`src/rtl/alu_sequencer_if.sv`:
```
// Command/response handshake bundle between the board control logic and alu_sequencer.
// ALU_SEQ_CHAIN_EN adds cmd_chain to the command channel.
interface alu_sequencer_if #(
  parameter int W = 4
);
  logic         cmd_valid;
  logic         cmd_ready;
  logic [3:0]   cmd_op;
  logic [W-1:0] cmd_a;
  logic [W-1:0] cmd_b;
`ifdef ALU_SEQ_CHAIN_EN
  logic         cmd_chain;
`endif
  logic         rsp_valid;
  logic         rsp_ready;
  logic [W-1:0] rsp_result;
  logic [3:0]   rsp_nzcv;
  logic         rsp_err;

`ifdef ALU_SEQ_CHAIN_EN
  modport master (
    output cmd_valid, cmd_op, cmd_a, cmd_b, cmd_chain, rsp_ready,
    input  cmd_ready, rsp_valid, rsp_result, rsp_nzcv, rsp_err
  );
  modport slave (
    input  cmd_valid, cmd_op, cmd_a, cmd_b, cmd_chain, rsp_ready,
    output cmd_ready, rsp_valid, rsp_result, rsp_nzcv, rsp_err
  );
`else
  modport master (
    output cmd_valid, cmd_op, cmd_a, cmd_b, rsp_ready,
    input  cmd_ready, rsp_valid, rsp_result, rsp_nzcv, rsp_err
  );
  modport slave (
    input  cmd_valid, cmd_op, cmd_a, cmd_b, rsp_ready,
    output cmd_ready, rsp_valid, rsp_result, rsp_nzcv, rsp_err
  );
`endif
endinterface

```
`src/rtl/alu_sequencer.sv`:
```
// Drives a combinational ALU with one latched command, waits SETTLE cycles, captures
// result/NZCV into a response register. Optional macro ALU_SEQ_CHAIN_EN enables cmd_chain.
module alu_sequencer #(
  parameter int W      = 4,
  parameter int SETTLE = 1
) (
  input  logic          clk,
  input  logic          rst_n,
  alu_sequencer_if.slave bus,
  output logic [W-1:0]  alu_A,
  output logic [W-1:0]  alu_B_inv,
  output logic [3:0]    alu_op,
  input  logic [W-1:0]  alu_result,
  input  logic [3:0]    alu_nzcv,
  output logic          busy
);

  typedef enum logic [1:0] {IDLE, DRIVE, RESP} state_t;

  localparam logic [3:0] CNT_INIT = 4'(SETTLE - 1);

  state_t       state;
  logic [3:0]   cnt;
  logic [W-1:0] b_q;
  logic [W-1:0] a_sel;
  logic         div0;

  assign bus.cmd_ready = (state == IDLE) && rst_n;
  assign alu_B_inv     = ~b_q;
  assign div0          = ((bus.cmd_op == 4'b0011) || (bus.cmd_op == 4'b0100)) &&
                         (bus.cmd_b == '0);

`ifdef ALU_SEQ_CHAIN_EN
  logic [W-1:0] last_res;
  assign a_sel = bus.cmd_chain ? last_res : bus.cmd_a;
`else
  assign a_sel = bus.cmd_a;
`endif

  always_ff @(posedge clk) begin
    if (!rst_n) begin
      state          <= IDLE;
      cnt            <= '0;
      alu_A          <= '0;
      b_q            <= '0;
      alu_op         <= '0;
      busy           <= 1'b0;
      bus.rsp_valid  <= 1'b0;
      bus.rsp_result <= '0;
      bus.rsp_nzcv   <= '0;
      bus.rsp_err    <= 1'b0;
`ifdef ALU_SEQ_CHAIN_EN
      last_res       <= '0;
`endif
    end else begin
      unique case (state)
        IDLE: begin
          if (bus.cmd_valid) begin
            busy <= 1'b1;
            // Zero-divisor commands short-circuit: the ALU inputs keep the previous command.
            if (div0) begin
              state          <= RESP;
              bus.rsp_valid  <= 1'b1;
              bus.rsp_result <= '0;
              bus.rsp_nzcv   <= 4'b0100;
              bus.rsp_err    <= 1'b1;
`ifdef ALU_SEQ_CHAIN_EN
              last_res       <= '0;
`endif
            end else begin
              state  <= DRIVE;
              cnt    <= CNT_INIT;
              alu_A  <= a_sel;
              b_q    <= bus.cmd_b;
              alu_op <= bus.cmd_op;
            end
          end
        end
        DRIVE: begin
          if (cnt == '0) begin
            state          <= RESP;
            bus.rsp_valid  <= 1'b1;
            bus.rsp_result <= alu_result;
            bus.rsp_nzcv   <= alu_nzcv;
            bus.rsp_err    <= 1'b0;
`ifdef ALU_SEQ_CHAIN_EN
            last_res       <= alu_result;
`endif
          end else begin
            cnt <= cnt - 4'd1;
          end
        end
        RESP: begin
          if (bus.rsp_ready) begin
            state         <= IDLE;
            bus.rsp_valid <= 1'b0;
            busy          <= 1'b0;
          end
        end
        default: begin
          state <= IDLE;
          busy  <= 1'b0;
        end
      endcase
    end
  end

endmodule
```
`src/flat_wrapper.sv`:
```
// flat-port wrapper written by rule: the top's interface ports become plain ports
module alu_sequencer_flat 
#(
  parameter int W      = 4,
  parameter int SETTLE = 1
)
  (clk, rst_n, alu_A, alu_B_inv, alu_op, alu_result, alu_nzcv, busy, bus_cmd_valid, bus_cmd_op, bus_cmd_a, bus_cmd_b, bus_rsp_ready, bus_cmd_ready, bus_rsp_valid, bus_rsp_result, bus_rsp_nzcv, bus_rsp_err);
  alu_sequencer_if #(.W(W)) bus_i ();
  input  logic clk;
  input  logic rst_n;
  output logic [W-1:0] alu_A;
  output logic [W-1:0] alu_B_inv;
  output logic [3:0] alu_op;
  input  logic [W-1:0] alu_result;
  input  logic [3:0] alu_nzcv;
  output logic busy;
  input wire logic [$bits(bus_i.cmd_valid)-1:0] bus_cmd_valid;
  input wire logic [$bits(bus_i.cmd_op)-1:0] bus_cmd_op;
  input wire logic [$bits(bus_i.cmd_a)-1:0] bus_cmd_a;
  input wire logic [$bits(bus_i.cmd_b)-1:0] bus_cmd_b;
  input wire logic [$bits(bus_i.rsp_ready)-1:0] bus_rsp_ready;
  output wire logic [$bits(bus_i.cmd_ready)-1:0] bus_cmd_ready;
  output wire logic [$bits(bus_i.rsp_valid)-1:0] bus_rsp_valid;
  output wire logic [$bits(bus_i.rsp_result)-1:0] bus_rsp_result;
  output wire logic [$bits(bus_i.rsp_nzcv)-1:0] bus_rsp_nzcv;
  output wire logic [$bits(bus_i.rsp_err)-1:0] bus_rsp_err;
  assign bus_i.cmd_valid = bus_cmd_valid;
  assign bus_i.cmd_op = bus_cmd_op;
  assign bus_i.cmd_a = bus_cmd_a;
  assign bus_i.cmd_b = bus_cmd_b;
  assign bus_i.rsp_ready = bus_rsp_ready;
  assign bus_cmd_ready = bus_i.cmd_ready;
  assign bus_rsp_valid = bus_i.rsp_valid;
  assign bus_rsp_result = bus_i.rsp_result;
  assign bus_rsp_nzcv = bus_i.rsp_nzcv;
  assign bus_rsp_err = bus_i.rsp_err;
  alu_sequencer #(.W(W), .SETTLE(SETTLE)) u_core (.clk(clk), .rst_n(rst_n), .bus(bus_i), .alu_A(alu_A), .alu_B_inv(alu_B_inv), .alu_op(alu_op), .alu_result(alu_result), .alu_nzcv(alu_nzcv), .busy(busy));
endmodule
```
`config.mk`:
```
export PLATFORM = sky130hd
export DESIGN_NAME = alu_sequencer_flat
export DESIGN_NICKNAME = d
export VERILOG_FILES = /design/src/rtl/alu_sequencer_if.sv /design/src/rtl/alu_sequencer.sv /design/src/flat_wrapper.sv
export SDC_FILE = /design/constraint.sdc
export NUM_CORES = 1
export LEC_CHECK = 0
export ABC_AREA = 1
export CAP_MARGIN = 20
export CORE_MARGIN = 1
export CORE_UTILIZATION = 45
export CTS_BUF_LIST = sky130_fd_sc_hd__clkbuf_4
export CTS_CLUSTER_DIAMETER = 30
export DETAILED_ROUTE_END_ITERATION = 7
export PLACE_DENSITY_LB_ADDON = 0.1
export SYNTH_ARGS = -nofsm -noshare
export SYNTH_HDL_FRONTEND = slang
export SYNTH_SLANG_ARGS = --single-unit
```
`constraint.sdc`:
```
create_clock -name clk -period 3.4 [get_ports clk]
set_input_delay 0.85 -clock clk [delete_from_list [all_inputs] [get_ports clk]]
set_output_delay 0.85 -clock clk [all_outputs]
set_load 0.05 [all_outputs]
```
==> run_results.csv <==
group,metric,value,unit
run_status,status,"finished clean",
worst_setup_path,r2r_setup_slack,1.85,ns
grt,met3_usage,8.20,%
clock_network,postCtsHoldBufs,0,
final_layout,layout.nets,264,
sta,fin_hold_ws,0.459,ns
placement,dp.final_hpwl,2.08,mm
placement,postPlaceCellArea,0.00177,mm^2
worst_setup_path,startpoint,"rst_n",
logic_synthesis,synth_compound_area_share,10.9,%
logic_synthesis,synth_cell_types,21,
final_layout,layout_commonest_cell,"nor2_1",
worst_setup_path,cp.arrival,1.84,ns
clock_network,cts_resized,0,
power_and_ir_drop,leakage,0.798,nW
die,boundaryPins,48,
clock_network,h-tree-depth,2,
die,core,0.00259,mm^2
logic_synthesis,synth-xor-area-share,0.684,%
worst_setup_path,reg2reg_to,"u_core.cnt[0]",
sta,worst_slew_pin_slew,0.506,ns
logic_synthesis,synthCells,187,
sta,rsz0062_at_grt,"false",
sta,hold_violations,0,
power_and_ir_drop,power_frac_comb,43.2,%
logic_synthesis,syn_avg_cell_area,6.85,um^2
drt,ant_nets,0,
sta,worst_slack,0.710,ns
worst_setup_path,crit_required,2.55,ns
grt,grt_max_degree,24,
sta,fmax,372,MHz
power_and_ir_drop,switching_share,40.7,%
placement,dp_cells,261,
final_layout,syn2layout_area_growth,42.2,%
drt,wl_per_cell,10.2,um
grt,grt-ovfl-total,0,
die,fp.dieH,55.4,um
clock_network,clk_path_buf_depth,2,
power_and_ir_drop,p_per_area,590,mW/mm^2
grt,grt_pass1_vias,1161,
final_layout,final_core_util,70.3,%
grt,grt_antenna_before_repair,0,
die,rows,18,
logic_synthesis,ys_ff_latch,29,
worst_setup_path,crit_fanout,7,
sta,fin_crit_sh,79.1,%
logic_synthesis,synth_nets,213,
sta,relSlewSlack,66.2,%
sta,drv_slew,0,
logic_synthesis,synth_mux_area_share,0,%
placement,preCtsSetupSlack,0.720,ns
grt,grt_first_pass_wirelength,5.00,mm
clock_network,numCtsBuffers,5,
power_and_ir_drop,peakVddDrop,0.401,mV
job,maxCapViolCount,0,
sta,min_period,2.69,ns
logic_synthesis,synth_top_family_by_area,"simple AND/OR/NAND/NOR gates",
grt,gr-usage-all-layers,20.6,%
power_and_ir_drop,seqPwrFrac,39.1,%
power_and_ir_drop,intPower,0.638,mW
worst_setup_path,critPathLaunchType,"input port",
power_and_ir_drop,power.total,1.08,mW
sta,finalSetupViolations,0,
grt,grt_util_met1,26.2,%
worst_setup_path,setup.worst_path.end,"bus_cmd_ready",
sta,finalSetupTns,0,ns
clock_network,cts_sinks,29,
clock_network,cts_tree,"yes",
power_and_ir_drop,clkPwrFrac,17.7,%
final_layout,drive_gt1_share,8.40,%
final_layout,stdcell_area,0.00182,mm^2
die,initial_core_util,49.5,%
logic_synthesis,synth_simple_gate_area_share,31.7,%
clock_network,post-cts-setup-buffers,0,
final_layout,num_antenna_cells,0,
die,fp.dieW,55.4,um
drt,drtIter0Drc,15,
final_layout,final_cell_mix,"nor2_1, clkdlybuf4s50_1, nand2_1, dfxtp_1",
worst_setup_path,worst-setup-path-type,"in2out",
drt,drc_errors,0,
worst_setup_path,rr_worst_depth,8,
clock_network,insertion_delay,0.32,ns
logic_synthesis,synth_fa_ha_area_share,1.95,%
placement,gp_congestion,0.811,
drt,via_per_inst,4.73,
logic_synthesis,syn_area,0.00128,mm^2
drt,vias,1268,
clock_network,cts_root_buf,"clkbuf_4",
worst_setup_path,cp-end-kind,"output pin",
logic_synthesis,yosysWarnings,0,
grt,use_met2,31.8,%
power_and_ir_drop,p_sw,0.437,mW
drt,drt-total-wl,2.74,mm
logic_synthesis,yosysSeqAreaShare,45.3,%
die,design.die.area,0.00306,mm^2
final_layout,final_cells,268,
grt,busiest_layer,"met2",
sta,fin_worst_skew,0.00543,ns
drt,dr.pass1.iters,4,
placement,port_buffers,47,
min_path,hold_class,"reg2reg",
worst_setup_path,r2r-start,"u_core.state[0]",
clock_network,clkTransAtPathRegs,0.08,ns
how the worst min path moves through the flow:
stage	start	end	slack (ns)	depth (start not counted)
global route	u_core.b_q[0]	u_core.b_q[0]	0.48	2
CTS	u_core.b_q[0]	u_core.b_q[0]	0.47	2
global placement	u_core.b_q[1]	u_core.b_q[1]	0.44	2
finish	u_core.b_q[3]	u_core.b_q[3]	0.46	2
floorplan	u_core.b_q[2]	u_core.b_q[2]	0.44	2
detailed placement	u_core.b_q[3]	u_core.b_q[3]	0.45	2
synth_stat cells (all sizes together):
cell / count / area share [%]
nand2: 50 / 16
clkinv: 1 / 0.29
nand3: 1 / 0.39
clkbuf: 1 / 1.1
ha: 2 / 2.0
buf: 3 / 1.6
nor2: 51 / 15
a21oi: 12 / 4.7
inv: 20 / 6.4
o21ai: 16 / 6.2
xnor2: 1 / 0.68
dfxtp: 29 / 45
critical path: stages:
cell	delay, ns
clkdlybuf4s50_1	0.49
inv_1	0.11
nor2_1	0.22
buf_12	0.17
power by group through the flow:
| stage | Combinational [mW] | Sequential [mW] | Clock, mW |
|---|---|---|---|
| 6_report | 0.465 | 0.420 | 0.190 |
| 2_1_floorplan | 0.201 | 0.549 | 0 |
| 3_5_place_dp | 0.466 | 0.429 | 0 |
| 4_1_cts | 0.467 | 0.421 | 0.202 |
| 3_3_place_gp | 0.459 | 0.425 | 0 |
| 5_1_grt | 0.507 | 0.427 | 0.217 |
layout make-up:
type	count	area, um^2
inverters	21	86.3
flip-flops and latches	29	581
fillers	222	768
clock buffers	6	45.0
clock inverters	1	3.75
repair buffers	48	488
well taps	30	37.5
multi-input cells	133	581
sequential cells by signal (all words and copies together), names as in the netlist:
name / count
u_core.alu_A: 4
u_core.alu_op: 4
u_core.b_q: 4
u_core.bus.rsp_err: 1
u_core.bus.rsp_nzcv: 4
u_core.bus.rsp_result: 4
u_core.bus.rsp_valid: 1
u_core.busy: 1
u_core.cnt: 4
u_core.state: 2
metal layers:
| layer | vias to the layer above | part of all wire [%] |
|---|---|---|
| met5 | - | 0 |
| met4 | 0 | 0 |
| met3 | 0 | 7.5 |
| met2 | 44 | 48 |
| met1 | 555 | 45 |
| li1 | 669 | - |
logic make-up after synthesis:
family | count (synthesis)
AO/OA/AOI/OAI | 28
XOR/XNOR | 1
adder cells (fa/ha/maj) | 2
buffers and inverters | 25
flip-flops | 29
AND/OR/NAND/NOR | 102
Note: power is estimated with default switching activity, not from simulation.
